<file path="src/rtl/srl_chain_reader.sv">
// Non-destructive readout controller for a cascaded SRLC32E chain: sweeps the tail
// stage address to capture a word, then rotates the chain by 32 so it ends restored.
module srl_chain_reader #(
    parameter int N_STAGES = 3
) (
    input  logic        CLK,
    input  logic        RST,
    input  logic        START,
    input  logic        USER_CE,
    input  logic        USER_D,
    input  logic [4:0]  USER_A,
    output logic        SRL_CE,
    output logic        SRL_D,
    output logic [4:0]  SRL_A,
    input  logic        SRL_Q,
    input  logic        SRL_Q31_TAIL,
    output logic [31:0] WORD,
    output logic [2:0]  WORD_INDEX,
    output logic        WORD_VALID,
    input  logic        WORD_READY,
    output logic        BUSY,
    output logic        DONE
);

    typedef enum logic [2:0] {
        ST_IDLE   = 3'd0,
        ST_SWEEP  = 3'd1,
        ST_EMIT   = 3'd2,
        ST_SHIFT  = 3'd3,
        ST_FINISH = 3'd4
    } state_t;

    // Compared before the increment so a full 8-stage chain works with a 3-bit counter.
    localparam logic [2:0] LAST_WORD = 3'(N_STAGES - 1);

    state_t      state_r;
    state_t      state_s;
    logic [4:0]  addr_r;
    logic [4:0]  addr_s;
    logic [4:0]  shift_r;
    logic [4:0]  shift_s;
    logic [2:0]  word_cnt_r;
    logic [2:0]  word_cnt_s;
    logic [31:0] word_r;
    logic [31:0] word_s;
    logic        busy_r;
    logic        done_r;
    logic        valid_r;

    // Next-state, counter and captured-word logic.
    always_comb begin
        state_s    = state_r;
        addr_s     = addr_r;
        shift_s    = shift_r;
        word_cnt_s = word_cnt_r;
        word_s     = word_r;
        case (state_r)
            ST_IDLE: begin
                if (START) begin
                    state_s    = ST_SWEEP;
                    addr_s     = 5'd0;
                    word_cnt_s = 3'd0;
                end else begin
                    state_s = ST_IDLE;
                end
            end
            ST_SWEEP: begin
                word_s[addr_r] = SRL_Q;
                addr_s         = addr_r + 5'd1;
                if (addr_r == 5'd31) begin
                    state_s = ST_EMIT;
                end else begin
                    state_s = ST_SWEEP;
                end
            end
            ST_EMIT: begin
                if (WORD_READY) begin
                    state_s = ST_SHIFT;
                    shift_s = 5'd0;
                end else begin
                    state_s = ST_EMIT;
                end
            end
            ST_SHIFT: begin
                shift_s = shift_r + 5'd1;
                if (shift_r == 5'd31) begin
                    word_cnt_s = word_cnt_r + 3'd1;
                    if (word_cnt_r == LAST_WORD) begin
                        state_s = ST_FINISH;
                    end else begin
                        state_s = ST_SWEEP;
                        addr_s  = 5'd0;
                    end
                end else begin
                    state_s = ST_SHIFT;
                end
            end
            ST_FINISH: begin
                state_s = ST_IDLE;
            end
            default: begin
                state_s = ST_IDLE;
            end
        endcase
    end

    // State, counters, captured word and status flags; flags are decoded from the next state.
    always_ff @(posedge CLK) begin
        if (RST) begin
            state_r    <= ST_IDLE;
            addr_r     <= 5'd0;
            shift_r    <= 5'd0;
            word_cnt_r <= 3'd0;
            word_r     <= 32'd0;
            busy_r     <= 1'b0;
            done_r     <= 1'b0;
            valid_r    <= 1'b0;
        end else begin
            state_r    <= state_s;
            addr_r     <= addr_s;
            shift_r    <= shift_s;
            word_cnt_r <= word_cnt_s;
            word_r     <= word_s;
            busy_r     <= (state_s != ST_IDLE);
            done_r     <= (state_s == ST_FINISH);
            valid_r    <= (state_s == ST_EMIT);
        end
    end

    // Chain control mux: writer owns the chain only while idle.
    always_comb begin
        SRL_CE = 1'b0;
        SRL_D  = 1'b0;
        SRL_A  = 5'd0;
        case (state_r)
            ST_IDLE: begin
                SRL_CE = USER_CE;
                SRL_D  = USER_D;
                SRL_A  = USER_A;
            end
            ST_SWEEP: begin
                SRL_CE = 1'b0;
                SRL_D  = 1'b0;
                SRL_A  = addr_r;
            end
            ST_SHIFT: begin
                SRL_CE = 1'b1;
                SRL_D  = SRL_Q31_TAIL;
                SRL_A  = 5'd0;
            end
            default: begin
                SRL_CE = 1'b0;
                SRL_D  = 1'b0;
                SRL_A  = 5'd0;
            end
        endcase
    end

    assign WORD       = word_r;
    assign WORD_INDEX = word_cnt_r;
    assign WORD_VALID = valid_r;
    assign BUSY       = busy_r;
    assign DONE       = done_r;

endmodule

</file>
<file path="config.mk">
export PLATFORM = sky130hd
export DESIGN_NAME = srl_chain_reader
export DESIGN_NICKNAME = d
export VERILOG_FILES = /design/src/rtl/srl_chain_reader.sv
export SDC_FILE = /design/constraint.sdc
export NUM_CORES = 1
export LEC_CHECK = 0
export ABC_AREA = 1
export CORE_MARGIN = 2
export CORE_UTILIZATION = 49
export DETAILED_ROUTE_END_ITERATION = 7
export PLACE_DENSITY = 0.86
export SYNTH_ARGS = -nofsm -noshare
export SYNTH_HDL_FRONTEND = slang
export SYNTH_SLANG_ARGS = --single-unit
</file>
<file path="constraint.sdc">
create_clock -name CLK -period 2 [get_ports CLK]
set_clock_uncertainty 0.2 [all_clocks]
set_input_delay 0.5 -clock CLK [delete_from_list [all_inputs] [get_ports CLK]]
set_output_delay 0.5 -clock CLK [all_outputs]
set_load 0.05 [all_outputs]
</file>
== After elaboration in Yosys (flattened, before gate mapping) ==
Index checks and enable logic that the tools add are counted.
Widths: inputs -> output; s select.

* Memories: 0
* Register bits after elaboration: 51
* Output and inout port bits: 45
* Memory bits (writable): 0
* Bits in latches: 0
* Word-level logic and storage cells: 55
* Bits of input ports: 13
* ROM bits: 0

* Bitwise operators: 0
* Divide/modulo/power cells: 0
* Reduce and logical (&&, ||, !) cells: 9
* Equal/unequal tests: 12
* Add/sub/neg operators: 3
* Mux-type cells: 21
* $mul: 0
* Shift operators: 0
* Magnitude comparators: 2

{| class="wikitable"
|+ Operators with widths
! kind !! count
|-
| $bwmux 32 || 1
|-
| $mux 5 || 4
|-
| $pmux 5 s2 || 2
|-
| $pmux 5 s3 || 1
|-
| $eq 3x2->1 const B || 4
|-
| $mux 3 || 4
|-
| $pmux 3 s4 || 1
|-
| $add 5x1->5 const B || 2
|-
| $eq 5x5->1 const B || 2
|-
| $ne 2x2->1 const B || 4
|-
| $lt 5x6->1 const B || 1
|-
| $pmux 3 s2 || 1
|-
| $reduce_bool 3->1 || 2
|-
| $demux 1 s5 || 1
|-
| $ge 5x1->1 const B || 1
|-
| $pmux 1 s2 || 2
|-
| $reduce_and 4->1 || 1
|-
| $reduce_bool 2->1 || 2
|-
| $add 3x1->3 const B || 1
|-
| $eq 3x1->1 const B || 1
|-
| $eq 3x3->1 const B || 1
|-
| $logic_not 3->1 || 1
|-
| $mux 1 || 3
|-
| $reduce_and 3->1 || 1
|-
| 3 further kinds || 3
|}

== Longest topological paths before layout ==
* Depth in word-level cells: 5
* Gate-level depth with buffers: 11
* Depth with buffers taken out: 11

== Least setup slack after synthesis ==
Ideal clock, no wire load.

* Kind: register to output
* Start: reg state_r[1]
* End: out SRL_A[0]
* Arrival time: 1.779 ns
* Setup slack: -0.479 ns
* Buffers on the path: 0
* Stages on the path, launching flop included: 4
* Required time: 1.300 ns
* Cells stage by stage: dfxtp_1 -> nor2_2 -> nand2_4 -> o21ai_0

* Cells in the longest elaborated chain, start to end: 2
* Elaborated cells between the ends (all ways): 3
* Those cells by class: 1 x eq/ne; 1 x mux; 1 x reduce/logical

{| class="wikitable"
|+ Ends and longest elaborated chain
! item !! line !! RTL
|-
| from (decl) || 36 || <nowiki>state_t state_r;</nowiki>
|-
| from (signal assigned) || 119 || <nowiki>state_r <= state_s;</nowiki>
|-
| $eq 3x1->1 or $logic_not 3->1 (tied branches) || 135 || <nowiki>case (state_r)</nowiki>
|-
| $pmux 5 s2 * || 135 ||
|-
| to (decl) || 14 || <nowiki>output logic [4:0] SRL_A,</nowiki>
|}

Mark *: on every way between the ends. The rest lies on a longest branch, timed or not.

== Worst setup path in the final report ==
* Start: reg state_r[1]
* End: out SRL_D

* Cells in the longest elaborated chain, start to end: 2
* Elaborated cells between the ends (all ways): 3
* Those cells by class: 1 x eq/ne; 1 x mux; 1 x reduce/logical

{| class="wikitable"
|+ Ends and longest elaborated chain
! item !! line !! RTL
|-
| $eq 3x2->1 or $logic_not 3->1 (tied branches) || 135 ||
|-
| $pmux 1 s2 * || 135 ||
|-
| to (decl) || 13 || <nowiki>output logic SRL_D,</nowiki>
|}

Marked as above.

==> reports/results.ini <==
[power_and_ir_drop]
ir_drop_uv=364
p_per_area_nw_per_um2=574
switching_share_pct=27.8
p_sw_w=0.000535
seqPwrFrac_pct=53.4
power_frac_comb_pct=16.0
p_int_w=0.00139
p_clk_share_pct=30.6
p_leak_nw=1.40

[clock_network]
clock_path_buffers=2
clk_latency_ns=0.30
clkSlewWorstSetupHoldPaths_ns=0.10
cts-root-buf=clkbuf_8
numCtsBuffers=5
cts.sinks=51
cts_tree=done
htree_levels=2

[synth]
synth_top_area_share_pct=42.5
synth_seq_cells=51
synthCells=315
synth_cell_types=28
yosysTopAreaCell=dfxtp_1
postSynthAreaPerCell_um2=7.62
syn_nets=337
synthTopCellsByArea=dfxtp_1 (43%), a21oi_1 (8.6%), nand3_1 (8.3%)
ys.warnings.count=0
synth_sequential_area_ratio_pct=42.5
synth_area_um2=2400

[global_route]
overflow=0
antenna_found_initial=0
grt_pass1_vias=2428
grt_max_degree=35
track_usage_pct=25.6
grt_pass1_wl_um=10800

[worst_setup_path]
startpoint_type=register
cp_data_required_time_ns=1.30
cp.arrival_ns=1.34
end_kind=output port
crit_type=reg2out
critPathMaxFanout=6
rr_worst_depth=11

[sta]
min_period_ns=2.04
worstMarginPinSlew_ns=0.421
fin_tns_setup_ns=-0.160
relSlewSlack_pct=71.8
fin_ws_ns=-0.0387
whs_ns=0.281
hold_viol=0
fmax_mhz=490
finalCritPeriodShare_pct=102
finalMaxSlewViolations=0
rsz0062_at_grt=true
finalSetupViolations=6

[cells_and_area]
drive_gt1_share_pct=28.8
final_cell_mix=buf_4 (50), dfxtp_1 (47), a21oi_1 (41), nand2_1 (40), nand3_1 (40)
fin_area_um2=3350
fin_cells=456
mostFrequentLayoutCell=buf_4
nNetsFinal=410
area_growth_pct=39.7
num_antenna_cells=0

[place]
io_buffers=57
postPlaceCellArea_um2=3150
hpwlAfterDp_um=4550
dp.cells=445
place_congestion=0.821

[floorplanning]
start_util_pct=50.8
die_w_um=74.0
die_h_um=74.0
coreArea_um2=4720
rows=25
dieArea_um2=5470
io-pin-count=58

[status]
status=complete, but fails checks
violations=setup timing

[run]
timing.max_cap.violations=0

[hold_path]
hold-path-cell-count=2
hp-class=reg2reg

[drt]
drt_pre_antenna_iters=5
drc=0
vias=2558
wl_um=6890
final_antenna_net_count=0
drt_iter0_markers=316
drt-vias-per-instance=5.61
wl_per_cell_um=15.1

==> cells in the mapped netlist, drive strengths merged <==
| cell type | instances |
|---|---|
| inv | 35 |
| xor2 | 1 |
| or2 | 1 |
| nor3 | 13 |
| o21ai | 39 |
| ha | 9 |
| buf | 2 |
| nor2 | 19 |
| clkinv | 2 |
| dfxtp | 51 |
| a22o | 1 |
| clkbuf | 7 |
| o211ai | 1 |
| nand3 | 40 |
| a21oi | 43 |
| nand4 | 2 |
| nand2 | 48 |
| nand3b | 1 |
==> power by group through the flow <==
stage,Clock (W),Combinational [W],Sequential [W]
finish,0.000588,0.000308,0.00103
global placement,0,0.000272,0.00105
detailed placement,0,0.000277,0.00105
floorplan,0,0.000131,0.00106
CTS,0.000583,0.000299,0.00103
global route,0.000618,0.000323,0.00103
==> area by class of cell <==
class	count	area (µm²)
clock buffer	6	72.6
clock inverter	2	12.5
fill	347	1370
inverter	37	156
multi-input combinational	218	1260
sequential	51	1030
tap	67	83.8
timing repair buffer	75	738
==> path summary, 6_finish.rpt <==
check / from / to / slack [ns]
max: state_r[1]$_SDFF_PP0_ / SRL_D / -0.04
min: WORD[18]$_SDFFE_PP0P_ / WORD[18]$_SDFFE_PP0P_ / 0.28
max reg2reg: shift_r[0]$_SDFFE_PP0P_ / addr_r[4]$_SDFFE_PP0P_ / 0.19
min reg2reg: WORD[18]$_SDFFE_PP0P_ / WORD[18]$_SDFFE_PP0P_ / 0.28
==> routing by layer <==
| metal | global-route usage (%) | up-vias | share of wire, % | wire length (µm) |
|---|---|---|---|---|
| met3 | 5.83 | 17 | 8.6 | 589 |
| met1 | 31.6 | 1204 | 40 | 2770 |
| met4 | 8.89 | 0 | 1.6 | 107 |
| met5 | 0 | - | 0 | 0 |
| li1 | - | 1206 | - | - |
| met2 | 43.8 | 131 | 50 | 3420 |
==> repair_timing <==
item                                    4_1_cts  5_1_grt
cloned                                        0        0
endpoints found under the setup margin        7        8
hold endpoints to repair                      0        0
setup buffers                                 2        1
pin swaps                                     3        2
hold buffers                                  0        0
gates resized for setup                      20        6
==> through the flow <==
| step | power, W | utilization (%) | worst slack, ns |
|---|---|---|---|
| 2_1_floorplan | 0.00120 | - | -0.104 |
| 3_3_place_gp | 0.00132 | 66.6 | -0.0187 |
| 3_5_place_dp | 0.00133 | 66.6 | -0.0793 |
| 4_1_cts | 0.00191 | 70.6 | -0.0288 |
| 5_1_grt | 0.00197 | 71.0 | -0.0622 |
| 6_report | 0.00192 | 71.0 | -0.0387 |
==> worst max-delay path: stages (launching register included) <==
cell	delay [ns]
dfxtp_2	0.34
buf_4	0.16
nand2_2	0.08
nor2_4	0.04
a22o_2	0.27
buf_12	0.15
==> registers in the layout, summed over array words and instances, names as in the netlist <==
| name | cells |
|---|---|
| WORD_INDEX | 3 |
| shift_r | 5 |
| BUSY | 1 |
| WORD | 32 |
| addr_r | 5 |
| state_r | 3 |
| WORD_VALID | 1 |
| DONE | 1 |
==> kinds of logic (layout without fill, tap and decap cells) <==
kind of cell    Yosys count  after routing  share of synthesized area [%]
simple gates            124            124                           26.1
compound gates           84             84                           18.1
fa+ha+maj                 9              9                           4.69
buf+inv                  46            120                           8.19
xor+xnor                  1              1                          0.365
flops                    51             51                           42.5
No activity file was read; power rests on OpenSTA's default activity.
